### src/rtl/idu_queued_decoder.sv
// idu_queued_decoder
//   RV32I instruction queue of DEPTH entries feeding a registered decoder.
//   It sits between fetch and the CU so that a stall on one side does not
//   stall the other. Invalid encodings are not dropped: they come out as
//   op 63 with out_invalid set, so the CU can trap on them.
// Ports
//   soc_clk, IDU_reset       clock, asynchronous active-high reset
//   flush                    synchronous discard of queue and output register
//   in_valid/in_ready        fetch handshake; in_ready is registered (level < DEPTH)
//   in_instr, in_pc          instruction word and its PC
//   out_valid/out_ready      CU handshake; out_* stay stable while stalled
//   out_op, out_invalid      CU op code (63 = invalid) and illegal flag
//   out_rd/rs1/rs2/shamt     register fields and shift amount, 0 when unused
//   out_imm, out_pc          sign-extended immediate (0 when unused), PC
//   q_level                  queue occupancy
module idu_queued_decoder #(
  parameter int DEPTH         = 4,
  parameter bit STRICT_FUNCT7 = 1'b1,
  parameter bit ENABLE_SYSTEM = 1'b1
) (
  input  logic                       soc_clk,
  input  logic                       IDU_reset,
  input  logic                       flush,
  input  logic                       in_valid,
  output logic                       in_ready,
  input  logic [31:0]                in_instr,
  input  logic [31:0]                in_pc,
  output logic                       out_valid,
  input  logic                       out_ready,
  output logic [5:0]                 out_op,
  output logic                       out_invalid,
  output logic [4:0]                 out_rd,
  output logic [4:0]                 out_rs1,
  output logic [4:0]                 out_rs2,
  output logic [4:0]                 out_shamt,
  output logic [31:0]                out_imm,
  output logic [31:0]                out_pc,
  output logic [$clog2(DEPTH+1)-1:0] q_level
);
  localparam int LVL_W = $clog2(DEPTH + 1);
  localparam int PTR_W = (DEPTH > 1) ? $clog2(DEPTH) : 1;
  localparam logic [LVL_W-1:0] LVL_ONE  = 1;
  localparam logic [LVL_W-1:0] LVL_FULL = LVL_W'(DEPTH);
  localparam logic [PTR_W-1:0] PTR_ONE  = 1;
  localparam logic [PTR_W-1:0] PTR_LAST = PTR_W'(DEPTH - 1);
  localparam logic [5:0]       OP_INV   = 6'd63;

  typedef enum logic [2:0] {FMT_NONE, FMT_U, FMT_J, FMT_I, FMT_SH, FMT_S, FMT_B, FMT_R} fmt_e;

  logic [31:0]      mem_instr_q [DEPTH];
  logic [31:0]      mem_pc_q    [DEPTH];
  logic [PTR_W-1:0] wr_ptr_q, wr_ptr_d, rd_ptr_q, rd_ptr_d;
  logic [LVL_W-1:0] level_q, level_d;
  logic             in_ready_q, in_ready_d;
  logic             push, pop, mem_we;

  logic             out_valid_q, out_valid_d, out_invalid_q, out_invalid_d;
  logic [5:0]       out_op_q, out_op_d;
  logic [4:0]       out_rd_q, out_rd_d, out_rs1_q, out_rs1_d;
  logic [4:0]       out_rs2_q, out_rs2_d, out_shamt_q, out_shamt_d;
  logic [31:0]      out_imm_q, out_imm_d, out_pc_q, out_pc_d;

  logic [31:0]      h;
  logic [2:0]       f3;
  logic [6:0]       f7, f7_exp;
  logic             f7_ok;
  logic [31:0]      imm_i, imm_s, imm_b, imm_u, imm_j;
  fmt_e             dec_fmt;
  logic [5:0]       dec_op;
  logic [4:0]       dec_rd, dec_rs1, dec_rs2, dec_shamt;
  logic [31:0]      dec_imm;

  // Queue control: pointers, level and the registered ready
  always_comb begin
    push     = in_valid && in_ready_q;
    pop      = (level_q != '0) && (!out_valid_q || out_ready);
    mem_we   = push && !flush;
    wr_ptr_d = wr_ptr_q;
    rd_ptr_d = rd_ptr_q;
    level_d  = level_q;
    if (flush) begin
      wr_ptr_d = '0;
      rd_ptr_d = '0;
      level_d  = '0;
    end else begin
      if (push) wr_ptr_d = (wr_ptr_q == PTR_LAST) ? '0 : wr_ptr_q + PTR_ONE;
      if (pop)  rd_ptr_d = (rd_ptr_q == PTR_LAST) ? '0 : rd_ptr_q + PTR_ONE;
      if (push && !pop)      level_d = level_q + LVL_ONE;
      else if (pop && !push) level_d = level_q - LVL_ONE;
    end
    in_ready_d = (level_d < LVL_FULL);
  end

  // Storage carries no reset: the cleared level makes stale words unreachable.
  always_ff @(posedge soc_clk) begin
    if (mem_we) begin
      mem_instr_q[wr_ptr_q] <= in_instr;
      mem_pc_q[wr_ptr_q]    <= in_pc;
    end
  end

  // Decode of the queue head
  always_comb begin
    h      = mem_instr_q[rd_ptr_q];
    f3     = h[14:12];
    f7     = h[31:25];
    // Only SUB/SRA/SRAI (f3 0 or 5 with bit 30 set) may carry funct7 = 0x20.
    f7_exp = ((f3 == 3'd0 || f3 == 3'd5) && h[30]) ? 7'h20 : 7'h00;
    f7_ok  = !STRICT_FUNCT7 || (f7 == f7_exp);
    imm_i  = {{20{h[31]}}, h[31:20]};
    imm_s  = {{20{h[31]}}, h[31:25], h[11:7]};
    imm_b  = {{19{h[31]}}, h[31], h[7], h[30:25], h[11:8], 1'b0};
    imm_u  = {h[31:12], 12'h000};
    imm_j  = {{11{h[31]}}, h[31], h[19:12], h[20], h[30:21], 1'b0};
    dec_op  = OP_INV;
    dec_fmt = FMT_NONE;
    case (h[6:0])
      7'b0110111: begin dec_op = 6'd0; dec_fmt = FMT_U; end
      7'b0010111: begin dec_op = 6'd1; dec_fmt = FMT_U; end
      7'b1101111: begin dec_op = 6'd2; dec_fmt = FMT_J; end
      7'b1100111: begin dec_fmt = FMT_I; if (f3 == 3'd0) dec_op = 6'd3; end
      7'b1100011: begin
        dec_fmt = FMT_B;
        case (f3)
          3'd0: dec_op = 6'd4;  3'd1: dec_op = 6'd5;  3'd4: dec_op = 6'd6;
          3'd5: dec_op = 6'd7;  3'd6: dec_op = 6'd8;  3'd7: dec_op = 6'd9;
          default: dec_op = OP_INV;
        endcase
      end
      7'b0100011: begin
        dec_fmt = FMT_S;
        if (f3 <= 3'd2) dec_op = 6'd10 + {3'd0, f3};
      end
      7'b0000011: begin
        dec_fmt = FMT_I;
        case (f3)
          3'd0: dec_op = 6'd13;  3'd1: dec_op = 6'd14;  3'd2: dec_op = 6'd15;
          3'd4: dec_op = 6'd16;  3'd5: dec_op = 6'd17;
          default: dec_op = OP_INV;
        endcase
      end
      7'b0010011: begin
        dec_fmt = FMT_I;
        case (f3)
          3'd0: dec_op = 6'd18;  3'd2: dec_op = 6'd19;  3'd3: dec_op = 6'd20;
          3'd4: dec_op = 6'd21;  3'd6: dec_op = 6'd22;  3'd7: dec_op = 6'd23;
          3'd1: begin dec_fmt = FMT_SH; dec_op = f7_ok ? 6'd24 : OP_INV; end
          default: begin
            dec_fmt = FMT_SH;
            dec_op  = !f7_ok ? OP_INV : (h[30] ? 6'd26 : 6'd25);
          end
        endcase
      end
      7'b0110011: begin
        dec_fmt = FMT_R;
        case (f3)
          3'd0: dec_op = h[30] ? 6'd28 : 6'd27;
          3'd5: dec_op = h[30] ? 6'd34 : 6'd33;
          3'd6: dec_op = 6'd35;
          3'd7: dec_op = 6'd36;
          default: dec_op = 6'd28 + {3'd0, f3};
        endcase
        if (!f7_ok) dec_op = OP_INV;
      end
      7'b0001111: begin
        if (ENABLE_SYSTEM && f3 == 3'd0) dec_op = 6'd37;
        if (ENABLE_SYSTEM && f3 == 3'd1 && (!STRICT_FUNCT7 || h == 32'h0000100F)) dec_op = 6'd38;
      end
      7'b1110011: begin
        if (ENABLE_SYSTEM) begin
          if (STRICT_FUNCT7) begin
            if (h == 32'h00000073) dec_op = 6'd39;
            if (h == 32'h00100073) dec_op = 6'd40;
          end else if (f3 == 3'd0) begin
            dec_op = h[20] ? 6'd40 : 6'd39;
          end
        end
      end
      default: dec_op = OP_INV;
    endcase
    dec_rd    = '0;
    dec_rs1   = '0;
    dec_rs2   = '0;
    dec_shamt = '0;
    dec_imm   = '0;
    if (dec_op != OP_INV) begin
      case (dec_fmt)
        FMT_U:  begin dec_rd = h[11:7]; dec_imm = imm_u; end
        FMT_J:  begin dec_rd = h[11:7]; dec_imm = imm_j; end
        FMT_I:  begin dec_rd = h[11:7]; dec_rs1 = h[19:15]; dec_imm = imm_i; end
        FMT_SH: begin
          dec_rd = h[11:7]; dec_rs1 = h[19:15]; dec_imm = imm_i; dec_shamt = h[24:20];
        end
        FMT_S:  begin dec_rs1 = h[19:15]; dec_rs2 = h[24:20]; dec_imm = imm_s; end
        FMT_B:  begin dec_rs1 = h[19:15]; dec_rs2 = h[24:20]; dec_imm = imm_b; end
        FMT_R:  begin dec_rd = h[11:7]; dec_rs1 = h[19:15]; dec_rs2 = h[24:20]; end
        default: ;
      endcase
    end
  end

  // Output register: loads on pop, holds while stalled
  always_comb begin
    out_valid_d   = out_valid_q;
    out_op_d      = out_op_q;
    out_invalid_d = out_invalid_q;
    out_rd_d      = out_rd_q;
    out_rs1_d     = out_rs1_q;
    out_rs2_d     = out_rs2_q;
    out_shamt_d   = out_shamt_q;
    out_imm_d     = out_imm_q;
    out_pc_d      = out_pc_q;
    if (flush) begin
      out_valid_d = 1'b0;
    end else if (pop) begin
      out_valid_d   = 1'b1;
      out_op_d      = dec_op;
      out_invalid_d = (dec_op == OP_INV);
      out_rd_d      = dec_rd;
      out_rs1_d     = dec_rs1;
      out_rs2_d     = dec_rs2;
      out_shamt_d   = dec_shamt;
      out_imm_d     = dec_imm;
      out_pc_d      = mem_pc_q[rd_ptr_q];
    end else if (out_ready) begin
      out_valid_d = 1'b0;
    end
  end

  always_ff @(posedge soc_clk or posedge IDU_reset) begin
    if (IDU_reset) begin
      wr_ptr_q      <= '0;
      rd_ptr_q      <= '0;
      level_q       <= '0;
      in_ready_q    <= 1'b1;
      out_valid_q   <= 1'b0;
      out_op_q      <= '0;
      out_invalid_q <= 1'b0;
      out_rd_q      <= '0;
      out_rs1_q     <= '0;
      out_rs2_q     <= '0;
      out_shamt_q   <= '0;
      out_imm_q     <= '0;
      out_pc_q      <= '0;
    end else begin
      wr_ptr_q      <= wr_ptr_d;
      rd_ptr_q      <= rd_ptr_d;
      level_q       <= level_d;
      in_ready_q    <= in_ready_d;
      out_valid_q   <= out_valid_d;
      out_op_q      <= out_op_d;
      out_invalid_q <= out_invalid_d;
      out_rd_q      <= out_rd_d;
      out_rs1_q     <= out_rs1_d;
      out_rs2_q     <= out_rs2_d;
      out_shamt_q   <= out_shamt_d;
      out_imm_q     <= out_imm_d;
      out_pc_q      <= out_pc_d;
    end
  end

  assign in_ready    = in_ready_q;
  assign q_level     = level_q;
  assign out_valid   = out_valid_q;
  assign out_op      = out_op_q;
  assign out_invalid = out_invalid_q;
  assign out_rd      = out_rd_q;
  assign out_rs1     = out_rs1_q;
  assign out_rs2     = out_rs2_q;
  assign out_shamt   = out_shamt_q;
  assign out_imm     = out_imm_q;
  assign out_pc      = out_pc_q;
endmodule

### config.mk
export PLATFORM = sky130hd
export DESIGN_NAME = idu_queued_decoder
export DESIGN_NICKNAME = d
export VERILOG_FILES = /design/src/rtl/idu_queued_decoder.sv
export SDC_FILE = /design/constraint.sdc
export NUM_CORES = 1
export LEC_CHECK = 0
export BUFFER_PORTS_ARGS = -buffer_cell sky130_fd_sc_hd__clkbuf_2
export CAP_MARGIN = 5
export CORE_MARGIN = 2
export CORE_UTILIZATION = 34
export DETAILED_ROUTE_END_ITERATION = 10
export PLACE_DENSITY = 0.53
export SLEW_MARGIN = 20
export SYNTH_ARGS = -nofsm -noshare
export SYNTH_HDL_FRONTEND = slang
export SYNTH_SLANG_ARGS = --single-unit
### constraint.sdc
create_clock -name soc_clk -period 7.6 [get_ports soc_clk]
set_input_delay 0.38 -clock soc_clk [delete_from_list [all_inputs] [get_ports soc_clk]]
set_output_delay 0.38 -clock soc_clk [all_outputs]
set_load 0.05 [all_outputs]
[After elaboration in Yosys (flattened, before gate mapping)]
Memories as Yosys holds them, arrays and structs flattened. A register that Yosys moved wholly into a read port is not among the register bits.
Cells that the tools add are included.
Cells by class
  add/sub/neg operators: 6
  order comparisons: 2
  equality and inequality tests: 33
  mux-type cells: 44
  bitwise gates (word level): 1
  reduce and logical (&&, ||, !) cells: 26
Operator list (count)
  32-bit case mux with 5 select lines: 1
  6-bit case mux with 11 select lines: 1
  5-bit 2-to-1 mux: 10
  6-bit 2-to-1 mux: 8
  6-bit case mux with 7 select lines: 1
  6-bit case mux with 6 select lines: 1
  32-bit by 13-bit equality test with 1-bit output (second input constant): 1
  32-bit by 21-bit equality test with 1-bit output (second input constant): 1
  32-bit by 7-bit equality test with 1-bit output (second input constant): 1
  32-bit 2-to-1 mux: 1
  6-bit case mux with 5 select lines: 1
  7-bit equality test (second input constant): 4
  3-bit equality test (second input constant): 8
  6-bit case mux with 4 select lines: 1
  7-bit by 6-bit equality test with 1-bit output (second input constant): 3
  3-bit case mux with 7 select lines: 1
  2-bit 2-to-1 mux: 8
  3-bit 2-to-1 mux: 5
  7-bit by 5-bit equality test with 1-bit output (second input constant): 2
  3-bit by 2-bit equality test with 1-bit output (second input constant): 4
  5-bit OR reduction: 2
  7-bit by 2-bit equality test with 1-bit output (second input constant): 1
  7-bit by 4-bit equality test with 1-bit output (second input constant): 1
  7-bit by 6-bit equality test with 1-bit output: 1
  23 further kinds: 44
Word-level totals
  register bits after elaboration: 68
  bits in writable memories: 256
  input port bits: 69
  output and inout bits: 96
  logic and storage cells: 126
  memories: 2
Memory list
  mem_instr_q: words 4, bits a word 32, rd ports 1, clocked after Yosys merged registers in 0, write ports 1, line 50  | logic [31:0] mem_instr_q [DEPTH];
  mem_pc_q: words 4, bits a word 32, rd ports 1, clocked after Yosys merged registers in 1, write ports 1, line 51  | logic [31:0] mem_pc_q [DEPTH];

[Depth between registers and ports, before layout]
An unclocked memory read counts as a cell.
  depth after elaboration: 11
  depth in mapped cells: 12
  mapped depth without buffers: 9

[Worst setup path before layout]
Ideal clock, no wire load.
  kind: reg2reg
  start: reg in_ready_q (netlist: in_ready)
  end: mem mem_instr_q[0][0], enable pin
  library setup time: 0.578 ns
  arrival time: 5.749 ns
  data required time: 7.022 ns
  slack: 1.273 ns
  stages on the path, launching flop included: 4
  buffers on the path: 1
  clock period less this slack: 6.327 ns
  cell sequence: dfstp_2 nand2_1 clkbuf_1 nor3b_1
Between the ends
  word-level cells in the longest chain between the ends: 4
Ends and longest elaborated chain
  start, declared: line 54  | logic in_ready_q, in_ready_d;
  start signal, assigned: line 249  | in_ready_q <= in_ready_d;
  1-bit logical AND: line 75  | push = in_valid && in_ready_q;
  1-bit logical AND: line 77  | mem_we = push && !flush;
  1-bit 2-to-1 mux: line 96  | if (mem_we) begin
  1-bit 2-to-1 mux (not written as such): line 97  | mem_instr_q[wr_ptr_q] <= in_instr;
  end, declared: line 50
Every way passes these cells.

[Worst setup path in the final report]
  start: reg rd_ptr_q[1]
  end: reg out_imm_q[11] (netlist: out_imm[11])
Between the ends
  word-level cells in the longest chain between the ends: 11
  elaborated cells between the ends (all ways): 63
  those cells by class: 2 x add/sub; 1 x order compare; 29 x eq/ne; 22 x mux; 8 x reduce/logical; 1 x memory
Ends and longest elaborated chain
  start, declared: line 52  | logic [PTR_W-1:0] wr_ptr_q, wr_ptr_d, rd_ptr_q, rd_ptr_d;
  start signal, assigned: line 247  | rd_ptr_q <= rd_ptr_d;
  memory read 4 x 32 bit *
  3-bit equality test / 3-bit zero test (equally long branches)
  1-bit logical OR: line 108  | f7_exp = ((f3 == 3'd0 || f3 == 3'd5) && h[30]) ? 7'h20 : 7'h00;
  1-bit logical AND: line 108
  6-bit 2-to-1 mux: line 108
  7-bit by 6-bit equality test with 1-bit output: line 109  | f7_ok = !STRICT_FUNCT7 || (f7 == f7_exp);
  6-bit 2-to-1 mux (on tied branches): line 150, 147
  6-bit case mux with 7 select lines: line 144  | case (f3)
  6-bit case mux with 11 select lines: line 117  | case (h[6:0])
  6-bit inequality test: line 186  | if (dec_op != OP_INV) begin
  32-bit 2-to-1 mux *: line 186
  end signal, assigned: line 257  | out_imm_q <= out_imm_d;
  end, declared: line 61  | logic [31:0] out_imm_q, out_imm_d, out_pc_q, out_pc_d;
Every way passes the cells marked *; elsewhere a longest branch is shown, timed or not.
A chain may end at the register's enable or synchronous reset.

==> results.tsv <==
metric	value	unit
Post-Synth Adder-Cell Area	0.00768	
worst path cell trace	buf_4 > mux4_2 > or4_1 > nor4_1 > a21boi_1 > a221oi_2 > a21boi_2 > or3_1 > buf_4 > o31ai_2	
Post-synth EDFFs	256	
die height	209	µm
Worst-Skew Late Latency	530	ps
worst slew pin tran	1030	ps
DRT antenna net count	0	
asr flop ratio synth	0.281	
max_slew headroom	0.310	
P_leak	6.38	nW
GRT Util Overall	0.157	
Peak supply drop	0.000221	V
RSZ-0062 raised after global routing	false	
max-cap violations	0	
simple-gate portion of the synthesized area	0.0835	
met3 Track Usage GR	0.0347	
Final Hold Vio Count	0	
fmax	0.212	GHz
number of buffers created by CTS	38	
most used cell, CP	buf_4	
Main synth FF type	edfxtp_1	
largest family of logic cells by synthesized area	multiplexers	
Ports	165	
# fillers	3840	
XOR/XNOR share of the synthesized area	0.00366	
critical path type	reg -> reg	
synthesized area	0.0143	mm²
Area after DPL	0.0158	mm²
1st-pass router iterations	4	
# setup viols final	0	
Finished Cell Area	0.0170	mm²
layout cell share with drive strength beyond 1	0.306	
Slew Limit Fails	0	
Placeable Area	0.0418	mm²
Iteration-0 DRC Markers	584	
root buffer cell	clkbuf_16	
Sink Count	356	
number of buffers and inverters on the critical path	2	
Mean Syn Cell Area	16.0	µm²
Residual DRC	0	
GR Layer Usage met2	0.246	
initial antenna violation count	2	
syn nets	976	
area occupied by multi-input gates	0.00394	mm²
die span in x	209	µm
DR vias	8316	
Worst-path clk slew	60	ps
#FFs+latches synth	356	
Post-Synthesis Cells	899	
Ys Warns	0	
final wirelength	34.2	mm
nets	1148	
post-synthesis compound-gate area fraction	0.0749	
Slowest cell on crit path	dfrtp_4	
DP HPWL	21.9	mm
htree depth	2	
worst hold path class	in -> reg	
global-route wire length before repair	52.3	mm
CP Data Required Time	8030	ps
Sequential cell area	0.0102	mm²
Bufs on Longest Clock Path	3	
CP Data Arrival Time	5150	ps
Hold Path Stages	1	
port bufs	164	
vias in the first global route	8353	
row cnt	75	
die area	0.0438	mm²
CP top delay family	simple AND/OR/NAND/NOR gates	
met1 GRT Util	0.222	
Placer Congestion	0.888	
CP Launch Type	flop	
sequential area share after synthesis	0.711	
status	finished, final reports clean	
WL per Instance	20.9	µm
CP endpoint kind	flop	
Final Cycle Share	0.620	
WP depth	10	
PD cells	355	mW/mm²
fin crit period	4720	ps
Congestion Overflow GR	0	
synth unique cells	71	
# Post-CTS Setup Buffers	0	
Initial Util	0.343	
Vias/cell	5.07	
Setup TNS	0	ps
clk_skew	17.4	ps
largest net degree at the start of global routing	65	
Layout area overhead	18.6	%
FF-to-FF path depth	10	
mux cell area share after synthesis	0.102	
gr busiest metal	met2	
CTS tree	yes	
crit path max fanout	37	
slowest cell delay on critical path	810	ps
## synthesized netlist by cell type (all sizes together), types with 3 or more instances
| library cell | number | area [µm²] |
|---|---|---|
| nor4 | 5 | 43.8 |
| nor3b | 4 | 30.0 |
| nand4 | 4 | 25.0 |
| and3 | 3 | 18.8 |
| a21oi | 34 | 170 |
| a32oi | 3 | 26.3 |
| nor3 | 8 | 40.0 |
| o21ai | 40 | 275 |
| ha | 8 | 100 |
| dfrtp | 99 | 2480 |
| o21a | 4 | 30.0 |
| clkbuf | 26 | 97.6 |
| a211oi | 3 | 22.5 |
| a31oi | 3 | 18.8 |
| nand2 | 155 | 582 |
| edfxtp | 256 | 7690 |
| or2 | 6 | 37.5 |
| a22o | 26 | 228 |
| nor2b | 6 | 37.5 |
| a22oi | 5 | 37.5 |
| a21boi | 3 | 26.3 |
| nand2b | 7 | 43.8 |
| inv | 11 | 41.3 |
| a221oi | 5 | 56.3 |
| mux4 | 64 | 1460 |
| nand3 | 14 | 70.1 |
| buf | 19 | 118 |
| xnor2 | 4 | 35.0 |
| or3 | 3 | 18.8 |
| and2 | 10 | 62.6 |
| nor2 | 27 | 101 |
## sequential cells by signal (all words and copies together), names as in the netlist, 2 cells and up
name and cells:
out_rd 5, out_pc 32, out_rs1 5, mem_instr_q 128, rd_ptr_q 2, q_level 3, out_rs2 5, wr_ptr_q 2
mem_pc_q 128, out_op 6, out_imm 32, out_shamt 5
## cell usage in the layout (no fill, tap or decap), drive strengths merged, types with 8 or more instances in the layout
master    n
a21oi    34
a22o     26
and2     10
buf      12
clkbuf  214
clkinv   14
dfrtp    99
edfxtp  256
ha        8
inv      14
mux4     64
nand2   155
nand3    14
nor2     27
nor3      8
o21ai    40
## report_power, final
group | total, W | leakage, nW | switching (W) | internal [W]
sequential | 0.00248 | 3.63 | 0.000168 | 0.00231
clock | 0.00180 | 0.608 | 0.000739 | 0.00106
combinational | 0.00175 | 2.15 | 0.00121 | 0.000544
## what timing repair did
| action | in CTS | in global routing |
|---|---|---|
| hold endpoints to repair | 41 | 0 |
| resized for setup | 0 | 0 |
| hold buffers | 1 | 0 |
## layer usage
layer  up-vias  share of wire
met5         -        0.00038
met4         2          0.023
met3        54          0.055
met2       220           0.47
met1      4228           0.46
li1       3812              -
## kinds of logic (layout without fill, tap and decap cells)
logic type	count (synthesis)	count (layout)
multiplexers	64	64
buffers and inverters	56	258
XOR/XNOR	6	6
AND/OR/NAND/NOR	262	262
adder cells (fa/ha/maj)	9	9
other	0	1
flip-flops	356	356
AO/OA/AOI/OAI	146	146
## worst reg2reg max path: cells and delay by family, from the launching register on
kind | cells | cell delay (ps)
and+or+nand+nor | 3 | 1400
AOI/OAI and AO/OA | 4 | 1070
buffers and inverters | 2 | 860
DFF | 1 | 810
muxes | 1 | 480
## cell type report
class | count | area share
Clock buffer | 50 | 0.0627
Multi-Input combinational cell | 487 | 0.231
Tap cell | 539 | 0.0396
Sequential cell | 356 | 0.600
Clock inverter | 20 | 0.00986
Antenna cell | 1 | 0.000147
Timing Repair Buffer | 177 | 0.0541
Inverter | 11 | 0.00257
## path summary, 6_finish.rpt
check	endpoint	startpoint	slack, ps
worst max-delay path	out_imm[11]	rd_ptr_q[1]	2880
worst min-delay path	mem_pc_q[1][1]	in_pc[1]	70
worst max register to register	out_imm[11]	rd_ptr_q[1]	2880
worst min register to register	out_pc[10]	out_pc[10]	480
max in group asynchronous	out_op[0]	IDU_reset	5870
min in group asynchronous	q_level[2]	IDU_reset	460
## metrics by stage
step / util / power (W) / setup WS (ps) / cells / hold WS (ps)
finish: 0.407 / 0.00604 / 2880 / 1641 / 68.1
floorplan: - / 0.00380 / 1270 / 899 / 453
global placement: 0.377 / 0.00428 / 2850 / 1569 / 457
detailed placement: 0.377 / 0.00429 / 2740 / 1569 / 461
global route: 0.407 / 0.00633 / 2370 / 1640 / 52.1
CTS: 0.407 / 0.00611 / 2710 / 1640 / 38.5
Note: power is estimated with default switching activity, not from simulation.
